===== config.mk =====
export PLATFORM = sky130hd
export DESIGN_NAME = hrm_fifo_bank
export DESIGN_NICKNAME = d
export VERILOG_FILES = /design/src/rtl/hrm_fifo_bank.sv
export SDC_FILE = /design/constraint.sdc
export NUM_CORES = 1
export LEC_CHECK = 0
export CORE_AREA = 2 2 217 219
export DETAILED_ROUTE_END_ITERATION = 8
export DIE_AREA = 0 0 219 221
export PLACE_DENSITY = 0.77
export SLEW_MARGIN = 20
export SYNTH_ARGS = -nofsm -noshare
export SYNTH_HDL_FRONTEND = slang
export SYNTH_SLANG_ARGS = --single-unit

===== constraint.sdc =====
create_clock -name clk -period 6.2 [get_ports clk]
set_clock_uncertainty 0.1 [all_clocks]
set_input_delay 0.62 -clock clk [delete_from_list [all_inputs] [get_ports clk]]
set_output_delay 0.62 -clock clk [all_outputs]
set_load 0.03 [all_outputs]

===== src/rtl/hrm_fifo_bank.sv =====
// -----------------------------------------------------------------------------
// hrm_fifo_bank
// A bank of NCH independent first-word-fall-through FIFOs that share one push
// port, one pop port and one random-access dump port. Each channel has sticky
// overflow/underflow flags that are cleared together by i_clr_err.
//
// Ports
//   clk          : single clock, all state changes on its rising edge
//   i_rst        : synchronous, active-high reset (empties every channel)
//   i_wr         : push request
//   i_wr_ch      : channel receiving the push
//   i_data       : push data
//   i_rd         : pop request
//   i_rd_ch      : channel popped, and the channel shown on o_data
//   o_data       : head word of channel i_rd_ch (0 when empty or invalid)
//   o_empty_n    : per-channel not-empty flags
//   o_full       : per-channel full flags
//   o_ovf        : per-channel sticky overflow flags
//   o_udf        : per-channel sticky underflow flags
//   i_clr_err    : clears all sticky flags
//   i_dmp_ch     : channel inspected through the dump port
//   i_dmp_pos    : entry offset from the head of i_dmp_ch
//   o_dmp_data   : word at i_dmp_pos (0 when not valid)
//   o_dmp_valid  : i_dmp_pos lies below the fill level of i_dmp_ch
//   o_fill       : fill level of i_dmp_ch (0..DEPTH)
// -----------------------------------------------------------------------------
module hrm_fifo_bank #(
  parameter int NCH    = 2,
  parameter int DW     = 8,
  parameter int LGFLEN = 5,
  localparam int CW    = (NCH > 1) ? $clog2(NCH) : 1
) (
  input  logic              clk,
  input  logic              i_rst,
  input  logic              i_wr,
  input  logic [CW-1:0]     i_wr_ch,
  input  logic [DW-1:0]     i_data,
  input  logic              i_rd,
  input  logic [CW-1:0]     i_rd_ch,
  output logic [DW-1:0]     o_data,
  output logic [NCH-1:0]    o_empty_n,
  output logic [NCH-1:0]    o_full,
  output logic [NCH-1:0]    o_ovf,
  output logic [NCH-1:0]    o_udf,
  input  logic              i_clr_err,
  input  logic [CW-1:0]     i_dmp_ch,
  input  logic [LGFLEN-1:0] i_dmp_pos,
  output logic [DW-1:0]     o_dmp_data,
  output logic              o_dmp_valid,
  output logic [LGFLEN:0]   o_fill
);

  localparam int DEPTH = 1 << LGFLEN;
  localparam logic [LGFLEN:0] FULL_CNT = (LGFLEN + 1)'(DEPTH);
  localparam logic [LGFLEN:0] CNT_ONE  = {{LGFLEN{1'b0}}, 1'b1};

  logic [DW-1:0]     r_mem    [NCH][DEPTH];
  logic [LGFLEN:0]   r_wr_ptr [NCH];
  logic [LGFLEN:0]   r_rd_ptr [NCH];
  logic [LGFLEN:0]   r_cnt    [NCH];
  logic [NCH-1:0]    r_ovf;
  logic [NCH-1:0]    r_udf;

  logic [NCH-1:0]    w_wr_hit;
  logic [NCH-1:0]    w_rd_hit;
  logic [NCH-1:0]    w_dmp_sel;
  logic [NCH-1:0]    w_full;
  logic [NCH-1:0]    w_empty;
  logic [NCH-1:0]    w_do_push;
  logic [NCH-1:0]    w_do_pop;
  logic [NCH-1:0]    w_ovf_set;
  logic [NCH-1:0]    w_udf_set;
  logic [NCH-1:0]    w_dmp_in;
  logic [LGFLEN-1:0] w_dmp_addr [NCH];

  logic [DW-1:0]     w_data;
  logic [DW-1:0]     w_dmp_data;
  logic              w_dmp_valid;
  logic [LGFLEN:0]   w_fill;

  // Channel decode and per-channel push/pop/error qualification.
  always_comb begin
    w_wr_hit  = '0;
    w_rd_hit  = '0;
    w_dmp_sel = '0;
    w_full    = '0;
    w_empty   = '0;
    w_do_push = '0;
    w_do_pop  = '0;
    w_ovf_set = '0;
    w_udf_set = '0;
    for (int c = 0; c < NCH; c++) begin
      // A select that matches no channel index simply hits nothing.
      w_wr_hit[c]  = i_wr & (i_wr_ch == CW'(c));
      w_rd_hit[c]  = i_rd & (i_rd_ch == CW'(c));
      w_dmp_sel[c] = (i_dmp_ch == CW'(c));
      w_full[c]    = (r_cnt[c] == FULL_CNT);
      w_empty[c]   = (r_cnt[c] == '0);
      // A full channel still accepts a push when the same cycle pops it.
      w_do_push[c] = w_wr_hit[c] & (~w_full[c] | w_rd_hit[c]);
      w_do_pop[c]  = w_rd_hit[c] & ~w_empty[c];
      w_ovf_set[c] = w_wr_hit[c] & w_full[c] & ~w_rd_hit[c];
      // Pop of an empty channel flags underflow even if a push rides along.
      w_udf_set[c] = w_rd_hit[c] & w_empty[c];
    end
  end

  // Pointer and fill-count registers; reset empties every channel at once.
  always_ff @(posedge clk) begin
    for (int c = 0; c < NCH; c++) begin
      if (i_rst) begin
        r_wr_ptr[c] <= '0;
        r_rd_ptr[c] <= '0;
        r_cnt[c]    <= '0;
      end else begin
        if (w_do_push[c]) begin
          r_wr_ptr[c] <= r_wr_ptr[c] + CNT_ONE;
        end
        if (w_do_pop[c]) begin
          r_rd_ptr[c] <= r_rd_ptr[c] + CNT_ONE;
        end
        case ({w_do_push[c], w_do_pop[c]})
          2'b10:   r_cnt[c] <= r_cnt[c] + CNT_ONE;
          2'b01:   r_cnt[c] <= r_cnt[c] - CNT_ONE;
          default: r_cnt[c] <= r_cnt[c];
        endcase
      end
    end
  end

  // Sticky error flags; a new event outranks the clear in the same cycle.
  always_ff @(posedge clk) begin
    if (i_rst) begin
      r_ovf <= '0;
      r_udf <= '0;
    end else if (i_clr_err) begin
      r_ovf <= w_ovf_set;
      r_udf <= w_udf_set;
    end else begin
      r_ovf <= r_ovf | w_ovf_set;
      r_udf <= r_udf | w_udf_set;
    end
  end

  // Storage array; contents are left untouched by reset.
  always_ff @(posedge clk) begin
    for (int c = 0; c < NCH; c++) begin
      if (!i_rst && w_do_push[c]) begin
        r_mem[c][r_wr_ptr[c][LGFLEN-1:0]] <= i_data;
      end
    end
  end

  // Read-side muxes built as AND-OR so unselected or invalid channels give 0.
  always_comb begin
    w_data      = '0;
    w_dmp_data  = '0;
    w_dmp_valid = 1'b0;
    w_fill      = '0;
    w_dmp_in    = '0;
    for (int c = 0; c < NCH; c++) begin
      w_dmp_addr[c] = r_rd_ptr[c][LGFLEN-1:0] + i_dmp_pos;
      w_dmp_in[c]   = ({1'b0, i_dmp_pos} < r_cnt[c]);
      w_data      = w_data |
                    ({DW{w_rd_sel(c) & ~w_empty[c]}} & r_mem[c][r_rd_ptr[c][LGFLEN-1:0]]);
      w_fill      = w_fill | ({(LGFLEN + 1){w_dmp_sel[c]}} & r_cnt[c]);
      w_dmp_valid = w_dmp_valid | (w_dmp_sel[c] & w_dmp_in[c]);
      w_dmp_data  = w_dmp_data |
                    ({DW{w_dmp_sel[c] & w_dmp_in[c]}} & r_mem[c][w_dmp_addr[c]]);
    end
  end

  function automatic logic w_rd_sel(input int c);
    return (i_rd_ch == CW'(c));
  endfunction

  assign o_data      = w_data;
  assign o_empty_n   = ~w_empty;
  assign o_full      = w_full;
  assign o_ovf       = r_ovf;
  assign o_udf       = r_udf;
  assign o_dmp_data  = w_dmp_data;
  assign o_dmp_valid = w_dmp_valid;
  assign o_fill      = w_fill;

endmodule


# Word level (Yosys, flattened, before mapping)
# Memory sizes are Yosys's and may differ from the RTL's.
# Cells that the tools add are included.
[classes]
addsub = 10
n_lt_le_gt_ge = 10
eq_ne = 6
muxes = 67
n_bitwise = 58
reduce_logical = 10
[op_table]
columns = ["operator", "n"]
rows = [
  ["$mux 256", 4],
  ["$reduce_or 256->1", 1],
  ["$bmux 8 s5", 4],
  ["$demux 8 s5", 2],
  ["$mux 8", 10],
  ["$mux 6", 10],
  ["$add 6x1->6 const B", 6],
  ["$ge 6x6->1 const B", 6],
  ["$not 5->6", 6],
  ["$mux 1", 35],
  ["$and 8x8->8", 4],
  ["$and 1x1->1", 18],
  ["$or 8x8->8", 2],
  ["$or 1x1->1", 13],
  ["$and 6x6->6", 2],
  ["$eq 6x6->1 const B", 2],
  ["$logic_not 6->1", 2],
  ["$lt 5x6->1", 2],
  ["$lt 6x1->1 const B", 2],
  ["$sub 6x1->6 const B", 2],
  ["$add 5x5->5", 2],
  ["$not 1->1", 9],
  ["$or 6x6->6", 1],
  ["$eq 2x1->1 const B", 2],
  ["7 further kinds", 14],
]
[totals]
reg_bits = 4
ramBits = 548
in_bits = 21
out_inout_bits = 31
elab_cells = 167
n_memories = 4
[mem_list]
columns = ["memory", "depth", "word_bits", "rd", "rd_ports_with_merged_regs", "write_ports", "line", "rtl"]
rows = [
  ["r_mem", 2, 256, 2, 0, 1, "57", "logic [DW-1:0] r_mem [NCH][DEPTH];"],
  ["r_cnt", 2, 6, 2, 0, 2, "60", "logic [LGFLEN:0] r_cnt [NCH];"],
  ["r_rd_ptr", 2, 6, 2, 0, 2, "59", "logic [LGFLEN:0] r_rd_ptr [NCH];"],
  ["r_wr_ptr", 2, 6, 2, 0, 2, "58", "logic [LGFLEN:0] r_wr_ptr [NCH];"],
]

# Depth between registers and ports, before layout
# Gate-level depths: netlist of the first run.
[depth]
ltp_word = 11
mapped_depth = 14
mapped_depth_nobuf = 13

# Least setup slack after synthesis of the first run
# No wires, ideal clock.
[synth_path]
kind = "input-to-output"
start = "input port i_dmp_pos[0]"
end = "output port o_dmp_data[0]"
arrival_ns = 2.896
t_required_ns = 5.480
setup_slack_ns = 2.584
path_stages = 11
path_buffers = 3
cell_sequence = "ha_1 fa_1 buf_2 buf_2 buf_2 mux2i_1 nand3_1 nand2_1 nor4_1 o21ai_0 nand4_1"
[synth_via]
elab_chain_len = 7
elab_cells_between_ends = 17
cone_classes = "add/sub: 2; order compare: 2; mux: 6; bitwise: 7"
[synth_rtl]
columns = ["item", "line", "rtl"]
rows = [
  ["start: declaration", "47", "input logic [LGFLEN-1:0] i_dmp_pos,"],
  ["$add 5x5->5", "162", "w_dmp_addr[c] = r_rd_ptr[c][LGFLEN-1:0] + i_dmp_pos;"],
  ["$not 5->6 (not written as such)", "169", "({DW{w_dmp_sel[c] & w_dmp_in[c]}} & r_mem[c][w_dmp_addr[c]]);"],
  ["$bmux 8 s5", "169", ""],
  ["$mux 8 (not written as such) (2 in series)", "169", ""],
  ["$and 8x8->8", "169", ""],
  ["$or 8x8->8 *", "168", "w_dmp_data = w_dmp_data |"],
  ["end: declaration", "48", "output logic [DW-1:0] o_dmp_data,"],
]
# Every way passes the cells marked *; elsewhere a longest branch is shown, timed or not. The select of a mux whose other input is x is not followed.

# Worst setup path in the final report of the first run
[layout_path]
start = "input port i_dmp_pos[0]"
end = "output port o_dmp_data[2]"
# Same word-level chain as after synthesis.

==> impl_results.md, run 1 <==
- Max Cap Viol: 0
- Yosys top cell area share: 0.597
- Synthesis-to-layout area growth: 10.5%
- Max-slew headroom: 0.200
- PD cells: ~300 nW/um2
- CP Capture Type: output port
- Die Ht: 221 um
- Sum Neg Setup Slack: 0 ns
- Final wirelength: 73300 um
- Grt met2 use: 0.482
- Commonest non-fill, non-tap cell in the layout: edfxtp_1
- Met1 usage in global routing: 0.439
- Io pins: 52
- First-pass GRT wire length: 110000 um
- Setup Buffers After CTS: 0
- Vias in the first global route: 16900
- Avg Inst Size Synth: 15.6 um2
- Initial core utilization: 0.594
- Dpl hpwl: 47000 um
- Layout Nets: roughly 1800
- Slew Limit Fails: 0
- Vias per cell: roughly 7.1
- CTS Buffer Depth: 3
- Leakage power: 9.77 nW
- Clk sinks: 548
- Class of the most critical setup path: in2out
- Total CTS buffers: 55
- Clock-pin slew on the worst setup and hold paths: 0.06 ns
- Clock Tree Root: clkbuf_16
- Post-synth EDFFs: 544
- Worst path required time: 5.48 ns
- Ys Warns: 0
- Htree depth: 2
- Antenna violations before repair: 1
- Leading area contributor after synthesis: edfxtp_1
- Clk_lat worst skew: between 0.6 and 0.7 ns
- Drt drc: 0
- Cell Area, Synth: 27400 um2
- Most frequent cells in the layout: edfxtp_1, mux4_2, nand2_1, nor2_1, nand3_1
- Main flop type after synthesis: edfxtp_1
- Core area: 46100 um2
- VDD IR max: about 250 uV
- Routed WL per cell: 30.0 um
- Min cycle time layout: a little under 6 ns
- Row Count: 79
- Post-synthesis async set-or-reset flop share: 0
- RSZ-0062 raised after global routing: false
- Post-Syn Instances: between 1500 and 2000
- Vias: 17400
- Outcome: finished clean
- Post-synthesis cell type count: between 40 and 50
- Pre-antenna DRT Iters: 6
- CTS tree: done
- Ranking of synthesized cells by area: edfxtp_1, mux4_2, mux2i_1, a2111oi_0, nor2b_1
- FMAX: ~0.17 GHz
- Period utilization: 0.951
- Worst R2R Path Depth: 8
- Full die area: slightly below 50000 um2
- Hold_ws: ~0.36 ns
- Share of cells above drive strength 1: 0.199
- Met3 Use GR: 0.0570
- Setup violators final: 0
- Hold Fails Final Rpt: 0
- N_diodes: 0
- Tot GR Track Use: 0.307
- Slew at the pin closest to its max-slew limit: 1.20 ns
- Max FO, Critical Path: 29
- WP data arrival: approximately 5.2 ns
- Pin count of the biggest net entering global routing: 68
- Fillers: 3141
- Hold Path Cell Cnt: 1
- Port Buffers: 51
- Seq cells post-synth: 548
- Antenna-violating nets left: 0
- Die W: 219 um
- 1st-iter DRT viols: 2468
- Crit path launch type: primary input
- Worst hold path class: in2reg
- Sequential area share after synthesis: 0.600
- Synthesized Nets: about 1800
- Most Used Layer, Global Route: met2
- GR Overflow Total: 0
- Placer Congestion: 0.968
==> report_power, final <==
group | total, mW | switching (mW) | internal (mW)
clock | 3.17 | 1.42 | 1.75
combinational | 1.70 | 1.05 | 0.655
sequential | 4.15 | 0.0457 | 4.11
==> sequential cells by signal, indices dropped and copies added (netlist names) <==
name	count
o_ovf	2
o_udf	2
r_cnt	12
r_mem	512
r_rd_ptr	10
r_wr_ptr	10
==> timing repair <==
action,CTS,global route
hold buffers,0,0
setup endpoints to repair,0,1
resized for setup,0,1
==> critical path, cell delays in order <==
cell and delay (ns):
clkdlybuf4s50_1 0.55, ha_4 0.24, fa_4 1.01, buf_12 0.27, buf_4 0.25, nor2b_1 0.06
a2111oi_0 0.56, nor4_1 0.12, o21ai_0 0.45, nand4_1 0.33, clkdlybuf4s50_1 0.69
==> layout make-up <==
| class | instances | area [um2] | share of cell area |
|---|---|---|---|
| Tap cell | 607 | 759 | 0.0251 |
| Inverter | 24 | 90.1 | 0.00298 |
| Clock inverter | 40 | 275 | 0.00910 |
| Timing Repair Buffer | 102 | 968 | 0.0320 |
| Multi-Input combinational cell | 1060 | 10300 | 0.342 |
| Sequential cell | 548 | 16400 | 0.543 |
| Clock buffer | 62 | 1400 | 0.0464 |
==> per-stage QoR <==
stage | instances | utilization | setup WS (ns) | power (mW) | cell area (um2)
floorplan | 1759 | - | 2.58 | 5.26 | 27400
global placement | 2341 | 0.620 | 0.399 | 5.86 | 28600
detailed placement | 2341 | 0.620 | 0.367 | 5.88 | 28600
CTS | 2443 | 0.656 | 0.291 | 9.00 | 30200
global route | 2443 | 0.657 | 0.204 | 9.25 | 30200
finish | 2443 | 0.657 | 0.304 | 9.02 | 30200
==> routing by layer <==
metal	routed length (um)	up-vias
met1	27000	8765
met2	35200	1289
met5	0	-
met3	8400	174
li1	-	7197
met4	2780	0
==> final timing paths <==
kind / start / endpoint / slack [ns]
worst max-delay path: i_dmp_pos[0] / o_dmp_data[2] / 0.30
worst min-delay path: i_data[4] / r_mem[0][420]$_DFFE_PP_ / 0.36
worst max register to register: r_cnt[0][0]$_DFFE_PP_ / r_mem[0][20]$_DFFE_PP_ / 2.45
worst min register to register: o_udf[0]$_SDFF_PP0_ / o_udf[0]$_SDFF_PP0_ / 0.39
==> synth_stat cells, types with 2 or more instances <==
library cell    n
mux2i_1        81
buf_4           5
mux4_1         16
edfxtp_1      544
a2111oi_0      56
dfxtp_1         4
nor2b_1        74
clkbuf_1       67
nor3b_1         2
xor2_1         14
o21bai_1        2
a211oi_1       13
fa_1            2
or2_2           6
nor4_1         16
nor2_1        105
o22ai_1         9
nor3_1          9
a21oi_1        43
and3_1         26
nand2b_1       11
a31oi_1        34
nand3_1        88
o21ai_0        28
xnor2_1        16
nand3b_1        9
or3b_2          4
mux4_2        192
ha_1           33
buf_2          37
a221oi_1        2
and2_1          4
buf_1          13
buf_12          3
mux2_2         16
a21o_1          5
or3_1           2
inv_1          24
o31ai_1        16
nand4_1        11
nand2_1       110
==> cell families (layout without fill, tap and decap cells) <==
logic type                 Yosys count  after routing  synth area share
buffers and inverters              151            228            0.0256
AOI/OAI and AO/OA                  211            211            0.0523
adders and majority gates           35             35            0.0166
and+or+nand+nor                    479            479            0.0864
muxes                              305            305             0.210
DFF                                548            548             0.600
xor gates and xnor gates            30             30           0.00960
Note: power is estimated with default switching activity, not from simulation.
==> run 2: changes to the inputs <==
==> constraint.sdc (replaced) <==
create_clock -name clk -period 6.2 [get_ports clk]
set_clock_uncertainty 0.1 [all_clocks]
set_input_delay 1.24 -clock clk [delete_from_list [all_inputs] [get_ports clk]]
set_output_delay 1.24 -clock clk [all_outputs]
set_load 0.1 [all_outputs]
==> impl_results.md, run 2 (synthesized netlist as in run 1, its figures left out) <==
- Antenna violations before repair: 2 (+1)
- RSZ-0062 raised after global routing: true
- Htree depth: 2 (unchanged)
- Non-Filler Instances: 2474 (+1.3%)
- Multi-input gate area: 10500 um2 (+1.5%)
- Pin count of the biggest net entering global routing: 67 (-1.5%)
- 1st-iter DRT viols: 2990 (+21%)
- Fillers: 3109 (-1.0%)
- Clk sinks: 548 (unchanged)
- Initial core utilization: 0.594 (unchanged)
- Io pins: 52 (unchanged)
- Synthesis-to-layout area growth: 12.9%
- Max-slew headroom: 0.277 (+0.0764)
- Vias in the first global route: 17300 (+2.7%)
- Full die area: 48400 um2 (unchanged)
- Share of cells above drive strength 1: 0.235 (+0.0365)
- Fin worst setup slack: 0.00284 ns (-0.302 ns)
- Placed cell count: 2369 (+1.2%)
- Routed WL per cell: 30.6 um (+1.9%)
- CTS Buffer Depth: 3 (unchanged)
- Leakage power: 10.1 nW (+3.1%)
- Layout Nets: 1878 (+1.7%)
- Clock Tree Root: clkbuf_16
- Row Count: 79 (unchanged)
- FMAX: 0.161 GHz (-4.9%)
- Port Buffers: 51 (unchanged)
- Slew Limit Fails: 0 (unchanged)
- Period utilization: 1.00 (+0.0486)
- VDD IR max: 415 uV (+67%)
- CP Capture Type: output port
- CTS tree: done
- Class of the most critical setup path: in2out
- Slew at the pin closest to its max-slew limit: 1.08 ns (-0.115 ns)
- First-pass GRT wire length: 113000 um (+2.8%)
- FF+latch area: 16400 um2 (unchanged)
- Dpl hpwl: 48600 um (+3.2%)
- Clock-pin slew on the worst setup and hold paths: 0.06 ns (about the same)
- Hold Fails Final Rpt: 0 (unchanged)
- Most frequent cells in the layout: edfxtp_1, mux4_2, nand2_1, nor2_1, nand3_1
- Hold_buf cts: 0 (unchanged)
- Die Ht: 221 um (unchanged)
- Placer Congestion: 0.955 (-1.3%)
- Pre-CTS setup slack: -0.187 ns (-0.554 ns)
- Total CTS buffers: 55 (unchanged)
- Core area: 46100 um2 (unchanged)
- Antenna-violating nets left: 0 (unchanged)
- GR Overflow Total: 0 (unchanged)
- Vias per cell: 7.15 (+0.23%)
- Drt drc: 0 (unchanged)
- Commonest non-fill, non-tap cell in the layout: edfxtp_1
- Clk_lat worst skew: 0.63 ns (about the same)
- Min cycle time layout: 6.20 ns (+0.302 ns)
- Crit path launch type: primary input
- Outcome: finished clean
- Placed Area: 28900 um2 (+1.2%)
- Die W: 219 um (unchanged)
- Worst path required time: 4.86 ns (-0.62 ns)
- Final wirelength: 75700 um (+3.2%)
- Design area: 30900 um2 (+2.1%)
- WP data arrival: 4.86 ns (-0.32 ns)
- Max Cap Viol: 0 (unchanged)
- Pre-antenna DRT Iters: 9 (+3)
- Max reg flops: 512 (unchanged)
- Max FO, Critical Path: 20 (-31%)
- Tot GR Track Use: 0.316 (+0.00873)
- PD cells: 310 nW/um2 (+4.0%)
- Setup violators final: 0 (unchanged)
- Worst hold path class: reg2reg
- Vias: 17700 (+1.5%)
## run 2: changes by cell type in the layout (fill, tap and decap cells not counted), moves of 4 or more
cell | before | now
buf_4 | 43 | 76
a2111oi_0 | 56 | 32
a2111oi_1 | 0 | 17
clkdlybuf4s50_1 | 43 | 26
buf_12 | 9 | 22
clkinv_1 | 17 | 7
a2111oi_2 | 0 | 7
o21ai_0 | 27 | 21
nor4_1 | 16 | 11
nor4_2 | 0 | 5
o21ai_2 | 0 | 5
clkbuf_1 | 7 | 11
inv_6 | 4 | 0
## run 2: routing by layer
metal  vias up  global-route usage  part of all wire
met1      8845               0.435              0.36
li1       7277                   -                 -
met5         -                   0           0.00016
met3       231              0.0755              0.11
met4         2               0.136             0.045
met2      1331               0.487              0.48
## run 2: cell type report
type	instances	share of cell area
inverter	24	0.00292
multi-input combinational	1060	0.339
antenna	1	0.0000810
clock buffer	67	0.0467
clock inverter	34	0.0110
sequential	548	0.531
timing repair buffer	133	0.0440
tap	607	0.0246
## run 2: worst max-delay path: stages
cell and delay [ns]:
clkdlybuf4s50_1 0.48, ha_4 0.20, fa_4 0.86, buf_12 0.20, buf_4 0.21, nor2b_1 0.06, a2111oi_1 0.47, nor4_2 0.15
o21ai_1 0.39, nand4_1 0.21, buf_4 0.20, buf_12 0.16
## run 2: what timing repair did
item	in CTS	in global routing
buffers inserted	0	2
cloned	0	1
gates resized for setup	7	47
pin swaps	1	7
endpoints found under the setup margin	4	8
## run 2: final timing paths
check | startpoint | end | slack, ns | cells after the start
worst max-delay path | i_dmp_pos[0] | o_dmp_data[2] | 0.003 | 12
worst max register to register | r_cnt[0][0]$_DFFE_PP_ | r_mem[0][67]$_DFFE_PP_ | 2.70 | 8
worst min register to register | o_udf[0]$_SDFF_PP0_ | o_udf[0]$_SDFF_PP0_ | 0.36 | 2
worst min-delay path | o_udf[0]$_SDFF_PP0_ | o_udf[0]$_SDFF_PP0_ | 0.36 | 2
## run 2: per-stage QoR
stage	setup TNS, ns	power [mW]	utilization	hold slack, ns
after floorplan	0	5.48	-	0.509
after global placement	-0.245	6.20	0.627	0.344
after detailed placement	-0.345	6.22	0.627	0.350
after CTS	-0.0529	9.50	0.666	0.360
after global routing	-0.0783	9.82	0.671	0.377
final	0	9.59	0.671	0.357
## run 2: power by group
| part | switching (mW) | internal, mW | total, mW |
|---|---|---|---|
| registers | 0.0460 | 4.11 | 4.15 |
| logic | 1.33 | 0.783 | 2.11 |
| clock network | 1.45 | 1.87 | 3.32 |
